[config.mk]
export PLATFORM = sky130hd
export DESIGN_NAME = mem_ctrl_flat
export DESIGN_NICKNAME = d
export VERILOG_FILES = /design/src/rtl/mem_ctrl_pkg.sv /design/src/rtl/mem_ctrl_if.sv /design/src/rtl/mem_ctrl_arb.sv /design/src/rtl/mem_ctrl.sv /design/src/flat_wrapper.sv
export SDC_FILE = /design/constraint.sdc
export NUM_CORES = 1
export LEC_CHECK = 0
export BUFFER_PORTS_ARGS = -buffer_cell sky130_fd_sc_hd__buf_4
export CAP_MARGIN = 20
export CELL_PAD_IN_SITES_DETAIL_PLACEMENT = 1
export CELL_PAD_IN_SITES_GLOBAL_PLACEMENT = 1
export CORE_MARGIN = 8
export CORE_UTILIZATION = 31
export DETAILED_ROUTE_END_ITERATION = 6
export PLACE_DENSITY = 0.62
export SETUP_SLACK_MARGIN = 0.3
export SYNTH_ARGS = -nofsm -noshare
export SYNTH_HDL_FRONTEND = slang
export SYNTH_HIERARCHICAL = 1
export SYNTH_SLANG_ARGS = --single-unit
[constraint.sdc]
create_clock -name clk -period 3.8 [get_ports clk]
set_input_delay 0.57 -clock clk [delete_from_list [all_inputs] [get_ports clk]]
set_output_delay 0.57 -clock clk [all_outputs]
set_load 0.1 [all_outputs]
[src/rtl/mem_ctrl_pkg.sv]
// Shared constants for the unified byte-wide RAM port controller: length codes,
// owner encoding, sequencer states and the RAM read latency.
package mem_ctrl_pkg;

    localparam logic [1:0] LEN_BYTE = 2'd0;
    localparam logic [1:0] LEN_HALF = 2'd1;
    localparam logic [1:0] LEN_WORD = 2'd3;

    localparam logic OWN_IF  = 1'b0;
    localparam logic OWN_MEM = 1'b1;

    localparam logic [1:0] StIdle = 2'd0;
    localparam logic [1:0] StXfer = 2'd1;
    localparam logic [1:0] StLast = 2'd2;
    localparam logic [1:0] StDone = 2'd3;

    localparam int unsigned RAM_RD_LAT = 1;

    // The reserved length code 2 is serviced as a full word
    function automatic logic [2:0] len_bytes(input logic [1:0] len);
        case (len)
            LEN_BYTE: len_bytes = 3'd1;
            LEN_HALF: len_bytes = 3'd2;
            LEN_WORD: len_bytes = 3'd4;
            default:  len_bytes = 3'd4;
        endcase
    endfunction

endpackage

[src/rtl/mem_ctrl_if.sv]
// Request/response bundle between the fetch and load/store requesters and mem_ctrl.
interface mem_ctrl_if;
    logic        if_req;
    logic [31:0] if_addr;
    logic [31:0] if_data;
    logic        if_done;
    logic        mem_req;
    logic        mem_we;
    logic [1:0]  mem_len;
    logic [31:0] mem_addr;
    logic [31:0] mem_wdata;
    logic [31:0] mem_rdata;
    logic        mem_done;
    logic        stall_req;

    modport master (
        output if_req, if_addr, mem_req, mem_we, mem_len, mem_addr, mem_wdata,
        input  if_data, if_done, mem_rdata, mem_done, stall_req
    );

    modport slave (
        input  if_req, if_addr, mem_req, mem_we, mem_len, mem_addr, mem_wdata,
        output if_data, if_done, mem_rdata, mem_done, stall_req
    );
endinterface

[src/rtl/mem_ctrl_arb.sv]
// Two-way grant picker for the RAM port. Fixed MEM-over-IF priority by default;
// round-robin on ties when MEM_CTRL_RR_EN is defined.
module mem_arb
    import mem_ctrl_pkg::*;
(
    input  logic clk,
    input  logic rst,
    input  logic req_if,
    input  logic req_mem,
    input  logic accept,
    output logic grant
);

    logic last_q;

`ifdef MEM_CTRL_RR_EN
    always_comb begin
        if (req_if && req_mem) begin
            grant = (last_q == OWN_IF) ? OWN_MEM : OWN_IF;
        end else begin
            grant = req_mem ? OWN_MEM : OWN_IF;
        end
    end
`else
    // With nothing pending the grant simply rests on the previous owner
    always_comb begin
        grant = req_mem ? OWN_MEM : (req_if ? OWN_IF : last_q);
    end
`endif

    always_ff @(posedge clk) begin
        if (!rst) begin
            last_q <= OWN_IF;
        end else if (accept) begin
            last_q <= grant;
        end
    end

endmodule

[src/rtl/mem_ctrl.sv]
// Arbiter and byte sequencer for the shared byte-wide RAM port (fetch + load/store).
// Build option: MEM_CTRL_RR_EN selects round-robin arbitration in mem_arb.
module mem_ctrl
    import mem_ctrl_pkg::*;
#(
    parameter int unsigned ADDR_W = 17
) (
    input  logic              clk,
    input  logic              rst,
    mem_ctrl_if.slave         bus,
    output logic [ADDR_W-1:0] ram_addr,
    output logic              ram_we,
    output logic [7:0]        ram_dout,
    input  logic [7:0]        ram_din
);

    logic [1:0]        state_q;
    logic              owner_q, we_q;
    logic [ADDR_W-1:0] base_q;
    logic [2:0]        n_q, cnt_q;
    logic [31:0]       wdata_q, asm_q, asm_d;
    logic [31:0]       if_data_q, mem_rdata_q;
    logic              if_done_q, mem_done_q;

    logic              grant, accept;
    logic [ADDR_W-1:0] addr_sel;
    logic [2:0]        n_sel;
    logic              we_sel;
    logic [31:0]       wdata_sel;
    logic              cap_en;
    logic [1:0]        cap_idx;
    logic              unused_addr;

    assign accept = (state_q == StIdle) && (bus.if_req || bus.mem_req);

    mem_arb u_arb (
        .clk     (clk),
        .rst     (rst),
        .req_if  (bus.if_req),
        .req_mem (bus.mem_req),
        .accept  (accept),
        .grant   (grant)
    );

    always_comb begin
        if (grant == OWN_MEM) begin
            addr_sel  = bus.mem_addr[ADDR_W-1:0];
            n_sel     = len_bytes(bus.mem_len);
            we_sel    = bus.mem_we;
            wdata_sel = bus.mem_wdata;
        end else begin
            addr_sel  = bus.if_addr[ADDR_W-1:0];
            n_sel     = 3'd4;
            we_sel    = 1'b0;
            wdata_sel = '0;
        end
    end

    assign unused_addr = ^{bus.if_addr[31:ADDR_W], bus.mem_addr[31:ADDR_W]};

    // Read byte k-1 lands on ram_din one cycle after its address; the tail arrives in StLast
    always_comb begin
        cap_en  = 1'b0;
        cap_idx = 2'd0;
        if (state_q == StXfer && !we_q && cnt_q > 3'(RAM_RD_LAT)) begin
            cap_en  = 1'b1;
            cap_idx = 2'(cnt_q - 3'(RAM_RD_LAT) - 3'd1);
        end else if (state_q == StLast) begin
            cap_en  = 1'b1;
            cap_idx = 2'(n_q - 3'd1);
        end
        asm_d = asm_q;
        if (cap_en) begin
            asm_d[{cap_idx, 3'b000} +: 8] = ram_din;
        end
    end

    always_ff @(posedge clk) begin
        if (!rst) begin
            state_q     <= StIdle;
            owner_q     <= OWN_IF;
            we_q        <= 1'b0;
            base_q      <= '0;
            n_q         <= 3'd0;
            cnt_q       <= 3'd0;
            wdata_q     <= '0;
            asm_q       <= '0;
            if_data_q   <= '0;
            mem_rdata_q <= '0;
            if_done_q   <= 1'b0;
            mem_done_q  <= 1'b0;
            ram_addr    <= '0;
            ram_we      <= 1'b0;
            ram_dout    <= 8'd0;
        end else begin
            if_done_q  <= 1'b0;
            mem_done_q <= 1'b0;
            asm_q      <= asm_d;
            case (state_q)
                StIdle: begin
                    if (accept) begin
                        owner_q  <= grant;
                        base_q   <= addr_sel;
                        n_q      <= n_sel;
                        we_q     <= we_sel;
                        wdata_q  <= wdata_sel;
                        cnt_q    <= 3'd1;
                        asm_q    <= '0;
                        ram_addr <= addr_sel;
                        ram_we   <= we_sel;
                        ram_dout <= wdata_sel[7:0];
                        state_q  <= StXfer;
                    end
                end
                StXfer: begin
                    if (cnt_q == n_q) begin
                        ram_we  <= 1'b0;
                        state_q <= we_q ? StDone : StLast;
                        if (we_q) begin
                            if (owner_q == OWN_MEM) mem_done_q <= 1'b1;
                            else                    if_done_q  <= 1'b1;
                        end
                    end else begin
                        ram_addr <= base_q + ADDR_W'(cnt_q);
                        ram_dout <= wdata_q[{cnt_q[1:0], 3'b000} +: 8];
                        cnt_q    <= cnt_q + 3'd1;
                    end
                end
                StLast: begin
                    state_q <= StDone;
                    if (owner_q == OWN_MEM) begin
                        mem_done_q  <= 1'b1;
                        mem_rdata_q <= asm_d;
                    end else begin
                        if_done_q <= 1'b1;
                        if_data_q <= asm_d;
                    end
                end
                StDone:  state_q <= StIdle;
                default: state_q <= StIdle;
            endcase
        end
    end

    assign bus.if_data   = if_data_q;
    assign bus.if_done   = if_done_q;
    assign bus.mem_rdata = mem_rdata_q;
    assign bus.mem_done  = mem_done_q;
    assign bus.stall_req = bus.if_req & ~if_done_q;

endmodule

[src/flat_wrapper.sv]
// flat-port wrapper written by rule: the top's interface ports become plain ports
module mem_ctrl_flat import mem_ctrl_pkg::*;
#(
    parameter int unsigned ADDR_W = 17
)
  (clk, rst, ram_addr, ram_we, ram_dout, ram_din, bus_if_req, bus_if_addr, bus_mem_req, bus_mem_we, bus_mem_len, bus_mem_addr, bus_mem_wdata, bus_if_data, bus_if_done, bus_mem_rdata, bus_mem_done, bus_stall_req);
  mem_ctrl_if bus_i ();
  input  logic clk;
  input  logic rst;
  output logic [ADDR_W-1:0] ram_addr;
  output logic ram_we;
  output logic [7:0] ram_dout;
  input  logic [7:0] ram_din;
  input wire logic [$bits(bus_i.if_req)-1:0] bus_if_req;
  input wire logic [$bits(bus_i.if_addr)-1:0] bus_if_addr;
  input wire logic [$bits(bus_i.mem_req)-1:0] bus_mem_req;
  input wire logic [$bits(bus_i.mem_we)-1:0] bus_mem_we;
  input wire logic [$bits(bus_i.mem_len)-1:0] bus_mem_len;
  input wire logic [$bits(bus_i.mem_addr)-1:0] bus_mem_addr;
  input wire logic [$bits(bus_i.mem_wdata)-1:0] bus_mem_wdata;
  output wire logic [$bits(bus_i.if_data)-1:0] bus_if_data;
  output wire logic [$bits(bus_i.if_done)-1:0] bus_if_done;
  output wire logic [$bits(bus_i.mem_rdata)-1:0] bus_mem_rdata;
  output wire logic [$bits(bus_i.mem_done)-1:0] bus_mem_done;
  output wire logic [$bits(bus_i.stall_req)-1:0] bus_stall_req;
  assign bus_i.if_req = bus_if_req;
  assign bus_i.if_addr = bus_if_addr;
  assign bus_i.mem_req = bus_mem_req;
  assign bus_i.mem_we = bus_mem_we;
  assign bus_i.mem_len = bus_mem_len;
  assign bus_i.mem_addr = bus_mem_addr;
  assign bus_i.mem_wdata = bus_mem_wdata;
  assign bus_if_data = bus_i.if_data;
  assign bus_if_done = bus_i.if_done;
  assign bus_mem_rdata = bus_i.mem_rdata;
  assign bus_mem_done = bus_i.mem_done;
  assign bus_stall_req = bus_i.stall_req;
  mem_ctrl #(.ADDR_W(ADDR_W)) u_core (.clk(clk), .rst(rst), .bus(bus_i), .ram_addr(ram_addr), .ram_we(ram_we), .ram_dout(ram_dout), .ram_din(ram_din));
endmodule
# Word level (Yosys, flattened, before mapping)
# Cells that the tools add are included.
# Widths: inputs -> output; s select.
dict set report totals {
  regBits 184
  input_bits 111
  out_inout_bits 93
  wordCells 90
}
dict set report op_classes {
  addsub 6
  magnitude_cmp 1
  n_eq_ne 8
  shifts 3
  n_mux 39
  bitwise 3
  reduce_logical 14
}
# op n
set op_table {}
lappend op_table {{$mux 32} 4}
lappend op_table {{$mux 17} 3}
lappend op_table {{$pmux 17 s2} 1}
lappend op_table {{$bwmux 32} 1}
lappend op_table {{$shift 8x7->32 const A} 1}
lappend op_table {{$shiftx 32x6->8} 1}
lappend op_table {{$shiftx 8x7->32} 1}
lappend op_table {{$add 17x3->17} 1}
lappend op_table {{$mux 8} 2}
lappend op_table {{$pmux 8 s2} 1}
lappend op_table {{$mux 1} 14}
lappend op_table {{$pmux 3 s2} 2}
lappend op_table {{$mux 3} 3}
lappend op_table {{$mux 2} 4}
lappend op_table {{$pmux 2 s4} 1}
lappend op_table {{$reduce_and 2->1} 4}
lappend op_table {{$neg 5->7} 1}
lappend op_table {{$pmux 1 s2} 3}
lappend op_table {{$reduce_and 3->1} 2}
lappend op_table {{$sub 2x1->2 const B} 3}
lappend op_table {{$eq 2x1->1 const B} 2}
lappend op_table {{$eq 2x2->1 const B} 2}
lappend op_table {{$logic_not 2->1} 2}
lappend op_table {{$ne 2x2->1 const B} 2}
lappend op_table {{other kinds (10)} 13}

# Longest topological paths before layout
dict set report depth {
  word_depth 10
  mapped_depth 13
  depth_no_buf 12
}

# Modules after synthesis
# The synthesis kept the hierarchy.
# mod n_inst cells_each area_per_inst_um2 seq_area_each_um2
set modules_own_cells {}
lappend modules_own_cells {mem_ctrl 1 806 7532.2 3663.5}
lappend modules_own_cells {mem_arb 1 6 51.3 20.0}

# Worst setup path before layout
# No wires, ideal clock.
dict set report synth_timing {
  kind {reg2reg}
  from {register u_core.cnt_q[1]}
  to {register u_core.if_data_q[16], in the netlist u_core/bus.if_data[16]}
  setup_ns 0.071
  t_arrival_ns 2.882
  required_time_ns 3.729
  path_slack_ns 0.847
  stages_incl_launch_ff 12
  path_buffers 1
  synth_period_minus_slack_ns 2.953
  path_cell_list {dfxtp_1 -> inv_1 -> ha_1 -> o21ba_1 -> o21ai_2 -> mux2_2 -> inv_1 -> ha_1 -> clkbuf_1 -> nor3b_1 -> a32oi_1 -> a21oi_1}
}
dict set report synth_between {
  elab_chain_len 7
  word_cells_on_any_way 11
  cone_classes {add/sub (3); order compare (1); shift (2); mux (4); reduce/logical (1)}
}
# item line
set synth_lines {}
lappend synth_lines {{start, declared} mem_ctrl.sv:20} ;# logic [2:0] n_q, cnt_q;
lappend synth_lines {{start signal, assigned} mem_ctrl.sv:126} ;# cnt_q <= cnt_q + 3'd1;
lappend synth_lines {{$sub 2x1->2 / $gt 3x1->1 (equally long branches)} {mem_ctrl.sv:67, mem_ctrl.sv:65}}
lappend synth_lines {{$sub 2x1->2 / $logic_and 1x1->1 (equally long branches)} {mem_ctrl.sv:67, mem_ctrl.sv:65}}
lappend synth_lines {{$mux 2} mem_ctrl.sv:65} ;# if (state_q == StXfer && !we_q && cnt_q > 3'(RAM_RD_LAT)) begin
lappend synth_lines {{$neg 5->7} mem_ctrl.sv:74} ;# asm_d[{cap_idx, 3'b000} +: 8] = ram_din;
lappend synth_lines {{$shiftx 8x7->32 / $shift 8x7->32 (equally long branches)} mem_ctrl.sv:74}
lappend synth_lines {{$bwmux 32} mem_ctrl.sv:74}
lappend synth_lines {{$mux 32 (*)} mem_ctrl.sv:73} ;# if (cap_en) begin
lappend synth_lines {{end signal, assigned} mem_ctrl.sv:136} ;# if_data_q <= asm_d;
lappend synth_lines {{end, declared} mem_ctrl.sv:22} ;# logic [31:0] if_data_q, mem_rdata_q;
# Mark *: on every way between the ends. The rest lies on a longest branch, timed or not.
# A chain may end at the register's enable or synchronous reset.

# Worst setup path after layout
dict set report layout_timing {
  from {register u_core.cnt_q[1]}
  to {register u_core.if_data_q[22], in the netlist u_core/bus.if_data[22]}
}
# Same word-level chain as after synthesis.

==> results by group <==
Status
  • Status: finished, final reports clean

Layout
  • Register area: 3680 sq um
  • Fill count: 2,785
  • Fin nets: 1,081
  • Multi-input logic area: 3590 sq um
  • Share of cells above drive strength 1: 0.255
  • Fin area: 9770 sq um
  • Layout Area Growth over Synthesis: 28.9%
  • Antenna diodes: 0

Clock network
  • TritonCTS Buffers: 17
  • Worst-Skew Late Latency: 0.44 ns
  • Hold_buf cts: 0
  • CTS max path bufs: 2
  • Number of gates resized after cts: 0
  • Clock sinks: 184
  • Setup Buffers After CTS: 0
  • H-tree Lvls: 4
  • CTS tree: built
  • Clock root buffer: clkbuf_16
  • Worst-path clk slew: 0.08 ns

Placement
  • Gpl congestion: 0.807
  • I/O Buffers: 173
  • HPWL after DPL: 17,200 um
  • Post-DP Area: 9150 sq um

Route
  • Post-route DRC violation count: 0
  • DRT iter0 DRCs: 368
  • Drt pass-1 iters: 5
  • Detailed Route WL: 24,400 um
  • Post-route ant nets: 0
  • Routed len/inst: 18.8 um
  • Via Count: 6,569
  • Vias per cell: 5.07

Die
  • Chip height: 172 um
  • Die Footprint: 29,700 sq um
  • Die W: 172 um
  • # rows: 57
  • I/O pin count: 204
  • CORE AREA: 24,200 sq um
  • Starting density of the core: 0.314

Job
  • Max Cap Violations: 0

Setup path
  • CP bufs+invs: 3
  • CP max stage delay: 0.48 ns
  • Worst path arrival time: 3.43 ns
  • CP top delay family: compound AO/OA/AOI/OAI gates
  • Worst setup SP type: flop
  • Crit Path Max Fanout: 11
  • Crit path kind: flop to flop
  • Crit path cell chain: inv_1, ha_1, o21ba_1, o21ai_2, mux2_2, inv_1, ha_1, nor3b_1, buf_4, a32oi_1, a21oi_1
  • Critical Path End Type: flop
  • CP required: 4.17 ns
  • Worst path slowest cell: mux2_2

Power
  • Maximum VDD drop: 0.414 mV
  • Static leakage: 0.00408 uW
  • Pwr per Cell Area: 915 nW/um^2

Synth
  • Syn Nets: 935
  • YS warnings: 6
  • Post-synth EDFFs: 0
  • Post-Synthesis Cells: 812
  • Synth Flop Type: dfxtp_1
  • Async S/R FF share, synth: 0
  • Post-synth top area cell: dfxtp_1
  • Avg Cell Area, Syn: 9.34 sq um
  • Sequential share of the synthesized area: 0.486
  • Cell Area, Synth: 7580 sq um
  • Synth unique cells: 60
  • Main area contributors after synthesis: dfxtp_1 (49%), a21oi_1 (5.5%), o21ai_0 (5.2%)
  • Synth top area share: 0.486
  • Register bit total from synthesis: 184

Min path
  • Hold Crit Class: input pin to flop

Timing
  • Worst slew pin tran: 0.817 ns
  • Worst clock skew: 0.0154 ns
  • Relative slew slack: 0.452
  • RSZ-0062 raised after global routing: no
  • Fin. Hold Viols: 0
  • Fmax: 327 MHz
  • Final setup viols: 0
  • Worst hold-check slack: 0.345 ns
  • Crit share post-route: 0.806
  • Slew Limit Fails: 0
  • Min Tclk post-route: 3.06 ns
  • Final TNS setup: 0 ns

Global routing
  • Total GRT Usage: 0.165
  • Grt ovf: 0
  • Initial antenna violation count: 0
  • Vias in the first global route: 6,994
  • Pin count of the biggest net entering global routing: 65
  • First-pass GRT wire length: 38,600 um
## registers in the layout, summed over array words and instances, names as in the netlist
| name | flops |
|---|---|
| u_core/asm_q | 32 |
| u_core/base_q | 17 |
| u_core/owner_q | 1 |
| u_core/bus.mem_done | 1 |
| u_core/bus.mem_rdata | 32 |
| u_core/ram_dout | 8 |
| u_core/bus.if_done | 1 |
| u_core/cnt_q | 3 |
| u_core/ram_we | 1 |
| u_core/state_q | 2 |
| u_core/wdata_q | 32 |
| u_core/we_q | 1 |
| u_core/u_arb/last_q | 1 |
| u_core/bus.if_data | 32 |
| u_core/ram_addr | 17 |
| u_core/n_q | 3 |
## layer usage
layer	global-route usage	share of wire
met1	0.202	0.44
met2	0.276	0.48
met3	0.0541	0.070
met4	0.0409	0.010
met5	0	0
## where the power goes
group          internal [uW]  switching, uW
registers               2360            280
clock network            892            909
logic                   1130           3370
## synthesized netlist by cell type (all sizes together) (4+ instances only)
cell type / instances
a211oi: 23
a21o: 5
a21oi: 83
a22o: 32
a311oi: 7
a31oi: 8
a32oi: 13
and2: 10
and3: 14
buf: 23
clkbuf: 40
dfxtp: 184
ha: 11
inv: 12
mux2i: 30
mux4: 8
nand2: 43
nand3: 25
nand4: 4
nor2: 76
nor2b: 8
nor3: 5
nor3b: 6
o211ai: 8
o21ai: 84
xnor2: 7
xor2: 11
## cell families after synthesis
kind of cell,after synthesis,share of synthesized area
compound gates,282,0.238
xor+xnor,18,0.0208
fa+ha+maj,12,0.0208
buf+inv,76,0.0424
flops,184,0.486
mux,41,0.0678
simple gates,199,0.124
## path summary, 6_finish.rpt
check                                       start  cells after the start                             endpoint  slack (ns)
setup / recovery     u_core/cnt_q[1]$_SDFFE_PN0P_                     11  u_core/bus.if_data[22]$_SDFFE_PN0P_        0.74
hold / removal                  bus_mem_wdata[28]                      2      u_core/wdata_q[28]$_SDFFE_PN0P_        0.35
setup reg to reg     u_core/cnt_q[1]$_SDFFE_PN0P_                     11  u_core/bus.if_data[22]$_SDFFE_PN0P_        0.74
hold reg to reg   u_core/ram_addr[2]$_SDFFE_PN0P_                      2      u_core/ram_addr[2]$_SDFFE_PN0P_        0.46
## per-stage QoR
stage          total power, uW  std cells  worst slack [ns]   util
5_1_grt                   9470       1295             0.465  0.404
4_1_cts                   9060       1294             0.432  0.403
6_report                  8940       1295             0.738  0.404
3_3_place_gp              7160       1262             0.495  0.378
2_1_floorplan             6110        812             0.847      -
3_5_place_dp              7210       1262             0.447  0.378
## cell usage in the layout, fill, tap and decap left out, types with 4 or more instances in the layout
master,count
nor2b_1,7
nand2_1,43
inv_1,11
a311oi_1,7
and2_1,9
xnor2_1,7
and3_1,14
mux4_2,8
a31oi_1,7
nor3b_1,4
a21o_1,4
a211oi_1,23
clkinv_8,5
dfxtp_1,184
nor2_1,74
clkbuf_16,17
inv_6,6
nor3_1,5
mux2i_1,30
xor2_1,11
nand4_1,4
o21ai_0,79
nand3_1,25
ha_1,11
o211ai_1,8
a21oi_1,83
a32oi_1,13
a22o_1,32
buf_4,189
## layout make-up
cell class,count,share of cell area
well taps,324,0.0415
clock inverters,15,0.0179
repair buffers,190,0.147
multi-input cells,552,0.368
clock buffers,17,0.0435
inverters,13,0.00499
flip-flops and latches,184,0.377
Note: power is estimated with default switching activity, not from simulation.
